--- src/rtl/uart_cfg_seq.sv ---
// UART 16550 init sequencer and TX byte pump driving a simple register bus.
// Optional bus-timeout watchdog enabled by defining UART_CFG_SEQ_TIMEOUT_EN.
module uart_cfg_seq #(
    parameter logic [31:0] BASE_ADDR = 32'h1000,
    parameter logic [15:0] DIVISOR   = 16'd54,
    parameter logic [7:0]  LCR_CFG   = 8'h03,
    parameter logic [7:0]  FCR_CFG   = 8'hC7,
    parameter logic [7:0]  IER_CFG   = 8'h00
) (
    input  logic        clk,
    input  logic        rst_n,
    input  logic        start,
    output logic        busy,
    output logic        init_done,
    input  logic        tx_valid,
    output logic        tx_ready,
    input  logic [7:0]  tx_data,
    output logic        m_req,
    output logic        m_we,
    output logic [31:0] m_addr,
    output logic [31:0] m_wdata,
    input  logic        m_ack,
    input  logic [31:0] m_rdata,
    output logic        err
);

    localparam logic [7:0] OFF_THR = 8'h00;
    localparam logic [7:0] OFF_DLL = 8'h00;
    localparam logic [7:0] OFF_DLM = 8'h04;
    localparam logic [7:0] OFF_IER = 8'h04;
    localparam logic [7:0] OFF_FCR = 8'h08;
    localparam logic [7:0] OFF_LCR = 8'h0C;
    localparam logic [7:0] OFF_LSR = 8'h14;

    typedef enum logic [3:0] {
        IDLE, W_LCR_DLAB, W_DLL, W_DLM, W_LCR, W_FCR,
        W_IER, READY, RD_LSR, W_THR, ERR
    } state_t;

    state_t      state_q, state_d, nxt_wr;
    logic        busy_q, busy_d;
    logic        done_q, done_d;
    logic        req_q, req_d;
    logic        we_q, we_d;
    logic [31:0] addr_q, addr_d;
    logic [31:0] wdata_q, wdata_d;
    logic        pend_q, pend_d;
    logic        tgt_we;
    logic [7:0]  tgt_off;
    logic [7:0]  tgt_data;
    logic        xfer, launch, acked, timeout;
    logic        unused_rdata;

    assign unused_rdata = ^{m_rdata[31:6], m_rdata[4:0]};

    assign xfer = state_q inside {W_LCR_DLAB, W_DLL, W_DLM, W_LCR,
                                  W_FCR, W_IER, RD_LSR, W_THR};
    // A request launches on the first cycle in a bus state with m_req low,
    // which yields exactly one idle cycle after each ack.
    assign launch = xfer & ~req_q;
    assign acked  = req_q & m_ack;

`ifdef UART_CFG_SEQ_TIMEOUT_EN
    logic [7:0] cnt_q, cnt_d;
    logic       err_q, err_d;

    assign timeout = req_q & ~m_ack & (cnt_q == 8'hFF);

    always_comb begin
        cnt_d = cnt_q;
        err_d = err_q;
        if (launch) begin
            cnt_d = 8'h00;
        end else if (req_q) begin
            cnt_d = cnt_q + 8'h01;
        end
        if (timeout) begin
            err_d = 1'b1;
        end else if (state_q == ERR && start) begin
            err_d = 1'b0;
        end
    end

    always_ff @(posedge clk or negedge rst_n) begin
        if (!rst_n) begin
            cnt_q <= 8'h00;
            err_q <= 1'b0;
        end else begin
            cnt_q <= cnt_d;
            err_q <= err_d;
        end
    end

    assign err = err_q;
`else
    assign timeout = 1'b0;
    assign err     = 1'b0;
`endif

    always_comb begin
        tgt_we   = 1'b1;
        tgt_off  = OFF_THR;
        tgt_data = 8'h00;
        nxt_wr   = IDLE;
        unique case (state_q)
            W_LCR_DLAB: begin
                tgt_off  = OFF_LCR;
                tgt_data = LCR_CFG | 8'h80;
                nxt_wr   = W_DLL;
            end
            W_DLL: begin
                tgt_off  = OFF_DLL;
                tgt_data = DIVISOR[7:0];
                nxt_wr   = W_DLM;
            end
            W_DLM: begin
                tgt_off  = OFF_DLM;
                tgt_data = DIVISOR[15:8];
                nxt_wr   = W_LCR;
            end
            W_LCR: begin
                tgt_off  = OFF_LCR;
                tgt_data = LCR_CFG & 8'h7F;
                nxt_wr   = W_FCR;
            end
            W_FCR: begin
                tgt_off  = OFF_FCR;
                tgt_data = FCR_CFG;
                nxt_wr   = W_IER;
            end
            W_IER: begin
                tgt_off  = OFF_IER;
                tgt_data = IER_CFG;
                nxt_wr   = READY;
            end
            RD_LSR: begin
                tgt_we  = 1'b0;
                tgt_off = OFF_LSR;
            end
            W_THR: begin
                tgt_off  = OFF_THR;
                tgt_data = tx_data;
            end
            default: ;
        endcase
    end

    always_comb begin
        state_d = state_q;
        busy_d  = busy_q;
        done_d  = done_q;
        req_d   = req_q;
        we_d    = we_q;
        addr_d  = addr_q;
        wdata_d = wdata_q;
        pend_d  = pend_q;

        if (launch) begin
            req_d   = 1'b1;
            we_d    = tgt_we;
            addr_d  = BASE_ADDR + {24'h0, tgt_off};
            wdata_d = {24'h0, tgt_data};
        end
        if (acked) begin
            req_d = 1'b0;
        end

        unique case (state_q)
            IDLE, ERR: begin
                if (start) begin
                    state_d = W_LCR_DLAB;
                    busy_d  = 1'b1;
                    done_d  = 1'b0;
                end
            end
            W_LCR_DLAB, W_DLL, W_DLM, W_LCR, W_FCR: begin
                if (acked) begin
                    state_d = nxt_wr;
                end
            end
            W_IER: begin
                if (acked) begin
                    state_d = READY;
                    busy_d  = 1'b0;
                    done_d  = 1'b1;
                end
            end
            READY: begin
                if (start) begin
                    state_d = W_LCR_DLAB;
                    busy_d  = 1'b1;
                    done_d  = 1'b0;
                end else if (tx_valid) begin
                    state_d = RD_LSR;
                end
            end
            RD_LSR, W_THR: begin
                // A start seen mid-transfer is held until the bus ack.
                pend_d = pend_q | start;
                if (acked) begin
                    if (pend_q | start) begin
                        state_d = W_LCR_DLAB;
                        busy_d  = 1'b1;
                        done_d  = 1'b0;
                        pend_d  = 1'b0;
                    end else if (state_q == W_THR) begin
                        state_d = READY;
                    end else if (m_rdata[5]) begin
                        state_d = W_THR;
                    end
                end
            end
            default: state_d = IDLE;
        endcase

        if (timeout) begin
            req_d   = 1'b0;
            state_d = ERR;
            busy_d  = 1'b0;
            done_d  = 1'b0;
            pend_d  = 1'b0;
        end
    end

    always_ff @(posedge clk or negedge rst_n) begin
        if (!rst_n) begin
            state_q <= IDLE;
            busy_q  <= 1'b0;
            done_q  <= 1'b0;
            req_q   <= 1'b0;
            we_q    <= 1'b0;
            addr_q  <= 32'h0;
            wdata_q <= 32'h0;
            pend_q  <= 1'b0;
        end else begin
            state_q <= state_d;
            busy_q  <= busy_d;
            done_q  <= done_d;
            req_q   <= req_d;
            we_q    <= we_d;
            addr_q  <= addr_d;
            wdata_q <= wdata_d;
            pend_q  <= pend_d;
        end
    end

    assign busy      = busy_q;
    assign init_done = done_q;
    assign m_req     = req_q;
    assign m_we      = we_q;
    assign m_addr    = addr_q;
    assign m_wdata   = wdata_q;
    assign tx_ready  = (state_q == W_THR) & acked;

endmodule

--- config.mk ---
export PLATFORM = sky130hd
export DESIGN_NAME = uart_cfg_seq
export DESIGN_NICKNAME = d
export VERILOG_FILES = /design/src/rtl/uart_cfg_seq.sv
export SDC_FILE = /design/constraint.sdc
export NUM_CORES = 1
export LEC_CHECK = 0
export CORE_MARGIN = 4
export CORE_UTILIZATION = 35
export DETAILED_ROUTE_END_ITERATION = 8
export GPL_TIMING_DRIVEN = 0
export PLACE_DENSITY = 0.82
export SLEW_MARGIN = 20
export SYNTH_ARGS = -nofsm -noshare
export SYNTH_HDL_FRONTEND = slang
export SYNTH_SLANG_ARGS = --single-unit
export TNS_END_PERCENT = 30
--- constraint.sdc ---
create_clock -name clk -period 2.6 [get_ports clk]
set_input_delay 0.52 -clock clk [delete_from_list [all_inputs] [get_ports clk]]
set_output_delay 0.52 -clock clk [all_outputs]
set_load 0.05 [all_outputs]
==> results.toml <==
[route]
wl_per_cell_um = 12.0
drt_iter0_markers = 105
drt-total-wl_mm = 4.07
drtPass1Iterations = 4
drc = 0
ant_nets = 0
vias_per_cell = 4.51
vias = 1532

[cells_and_area]
nets = 334
stdcell_area_um2 = 2240
seq_area_um2 = 526
layout-drive-gt1-share_pct = 21.5
fill_cells = 435
multi_input_area_um2 = 860
final_util_pct = 50.4
diodes = 0
syn_to_final_growth_pct = 35.8

[worst_setup_path]
crit_arrival_ns = 2.02
slowest_stage = "clkdlybuf4s15_1"
slowest_delay_ns = 0.53
worstSetupPathType = "reg -> out"
regToRegSetupSlack_ns = 0.28
worstPathMaxFanout = 10
reg2reg_from = "state_q[2]"
cp_top_family = "buffers and inverters"
crit_required_ns = 2.08
startpoint_type = "register"
endpoint_kind = "output port"
startpoint = "state_q[1]"
crit_buf_inv = 2
path_cells = "clkbuf_1 -> nand2b_1 -> nor3_1 -> clkdlybuf4s15_1"

[sta]
rsz0062_at_grt = "no"
hold_violations = 0
finalSetupTns_ns = 0
tightest_slew_ns = 0.666
min_period_ns = 2.54
setup_viol = 0
slew_headroom_pct = 55.0
drv_slew = 0
worst_clock_skew_ns = 0.00215
clock.fmax_mhz = 394
hold_ws_ns = 0.200
min_period_over_period_pct = 97.7

[clock_network]
cts_tree = "built"
cts_buffers = 3
cts.sinks = 21
cts_root_buf = "clkbuf_8"
clockBufferDepth = 2
h-tree-depth = 1
clock_latency_ns = 0.26
cts_setup_buffers = 0
cts.clk_slew.worst_paths_ns = 0.08

[floorplanning]
die-area_um2 = 5880
rows = 24
die_h_um = 76.7
boundaryPins = 115
coreArea_um2 = 4440
initial_utilization_pct = 37.1
die_width_um = 76.7

[grt]
grt_use_total_pct = 13.6
antenna_found_initial = 0
grt_pass1_wl_mm = 6.67
grt_max_degree = 22
grt-ovfl-total = 0
grt_pass1_vias = 1427

[place]
dpl.hpwl_mm = 3.21
port_buffers = 29
dpl_cell_area_um2 = 2200
gp_congestion = 0.859

[power_and_ir_drop]
ir_drop_mv = 0.693
power.density_nw_per_um2 = 1160
leakagePower_nw = 1.15

[logic_synthesis]
synth_cell_types = 40
synth_cells = 203
synth-seq-cells = 21
netlist_area_um2 = 1650
ys_seq_area_share_pct = 31.8
yosysWarnings = 0
synth.avg_cell_area_um2 = 8.13

[flow_run]
maxCapViolCount = 0

[worst_hold_path]
hold_path.class = "in -> async"

[run_status]
outcome = "finished clean"
==> through the flow <==
step,setup slack (ns),cells,power (mW)
floorplan,0.172,255,1.92
global placement,-0.243,336,2.34
detailed placement,-0.243,336,2.35
CTS,0.0520,340,2.59
global route,0.00537,340,2.78
finish,0.0604,340,2.59
==> cell type report <==
class	count	share of cell area [%]
Buffer	65	19.9
Clock buffer	4	2.01
Inverter	4	0.670
Multi-Input combinational cell	165	38.4
Sequential cell	21	23.5
Tap cell	52	2.90
Timing Repair Buffer	29	12.7
==> layout by cell type (no fill, tap or decap), drive strengths merged, types with 2 or more instances in the layout <==
cell type,Yosys,layout
nand2,12,12
a31oi,2,2
and3,3,3
buf,57,58
clkdlybuf4s50,0,27
o22a,2,2
or4,2,2
o22ai,2,2
mux2i,2,2
o21a,3,3
dfrtp,21,21
a21o,4,4
nand2b,8,8
o21ai,13,13
nor3,6,6
inv,4,4
nand3,3,3
nor2b,5,5
a21oi,17,17
nor2,11,11
o31ai,2,2
clkbuf,8,12
conb,1,53
a211oi,3,3
==> per-layer routing <==
layer	GRT usage [%]	part of all wire, %	vias to the layer above
li1	-	-	766
met1	17.3	40	683
met2	22.8	49	79
met3	3.51	10	4
met4	3.62	0.76	0
met5	0	0	-
==> final timing paths <==
kind | to | cells after the start
min in group clk | m_wdata[7] | 1
max | tx_ready | 4
max reg2reg | state_q[1] | 6
min | m_we | 1
min reg2reg | m_wdata[7] | 1
max in group asynchronous | m_addr[2] | 1
==> sequential cells by signal, summed over array words and instances (netlist names) <==
signal     count
m_we           1
pend_q         1
busy           1
m_wdata        8
init_done      1
m_req          1
m_addr         4
state_q        4
==> worst reg2reg max path, cell delays in order (launching register included) <==
cell,delay (ns)
dfrtp_1,0.36
clkbuf_1,0.40
inv_1,0.21
o211a_1,0.28
or4_1,0.51
buf_2,0.17
a211o_1,0.29
==> cells by family after synthesis <==
kind of cell / count (synthesis) / synth area share, %
simple gates: 54 / 16.9
flops: 21 / 31.8
other cells: 1 / 0.227
buf+inv: 69 / 27.9
mux: 3 / 1.90
compound gates: 55 / 21.2
==> report_power, final <==
group | total (mW) | internal [mW] | switching, mW
registers | 0.558 | 0.454 | 0.104
clock network | 0.217 | 0.109 | 0.108
logic | 1.82 | 0.628 | 1.19
total | 2.59 | 1.19 | 1.40
==> synth_stat cells (all sizes together) <==
cell / count / area (um^2)
a211o: 1 / 8.76
or3: 1 / 6.26
o221ai: 1 / 8.76
dfrtp: 21 / 526
o21ai: 13 / 65.1
o22a: 2 / 17.5
nor3: 6 / 30.0
a311o: 1 / 10.0
nor4: 1 / 6.26
o311ai: 1 / 8.76
o22ai: 2 / 12.5
conb: 1 / 3.75
nor3b: 1 / 7.51
o211a: 1 / 10.0
nand4b: 1 / 8.76
a221oi: 1 / 8.76
or4: 2 / 18.8
mux2i: 2 / 20.0
a21oi: 17 / 85.1
nand2b: 8 / 50.1
nand2: 12 / 45.0
o31ai: 2 / 15.0
a211oi: 3 / 27.5
clkbuf: 8 / 30.0
mux2: 1 / 11.3
a31oi: 2 / 12.5
a22oi: 1 / 7.51
a21o: 4 / 30.0
inv: 4 / 15.0
nand3: 3 / 15.0
buf: 57 / 415
nor2b: 5 / 31.3
nor2: 11 / 41.3
and3: 3 / 18.8
o21a: 3 / 22.5
==> what timing repair did <==
action | 4_1_cts | 5_1_grt
resized for setup | 1 | 1
pin swaps | 0 | 0
hold buffers | 0 | 0
setup endpoints to repair | 1 | 1
Note: power is estimated with default switching activity, not from simulation.
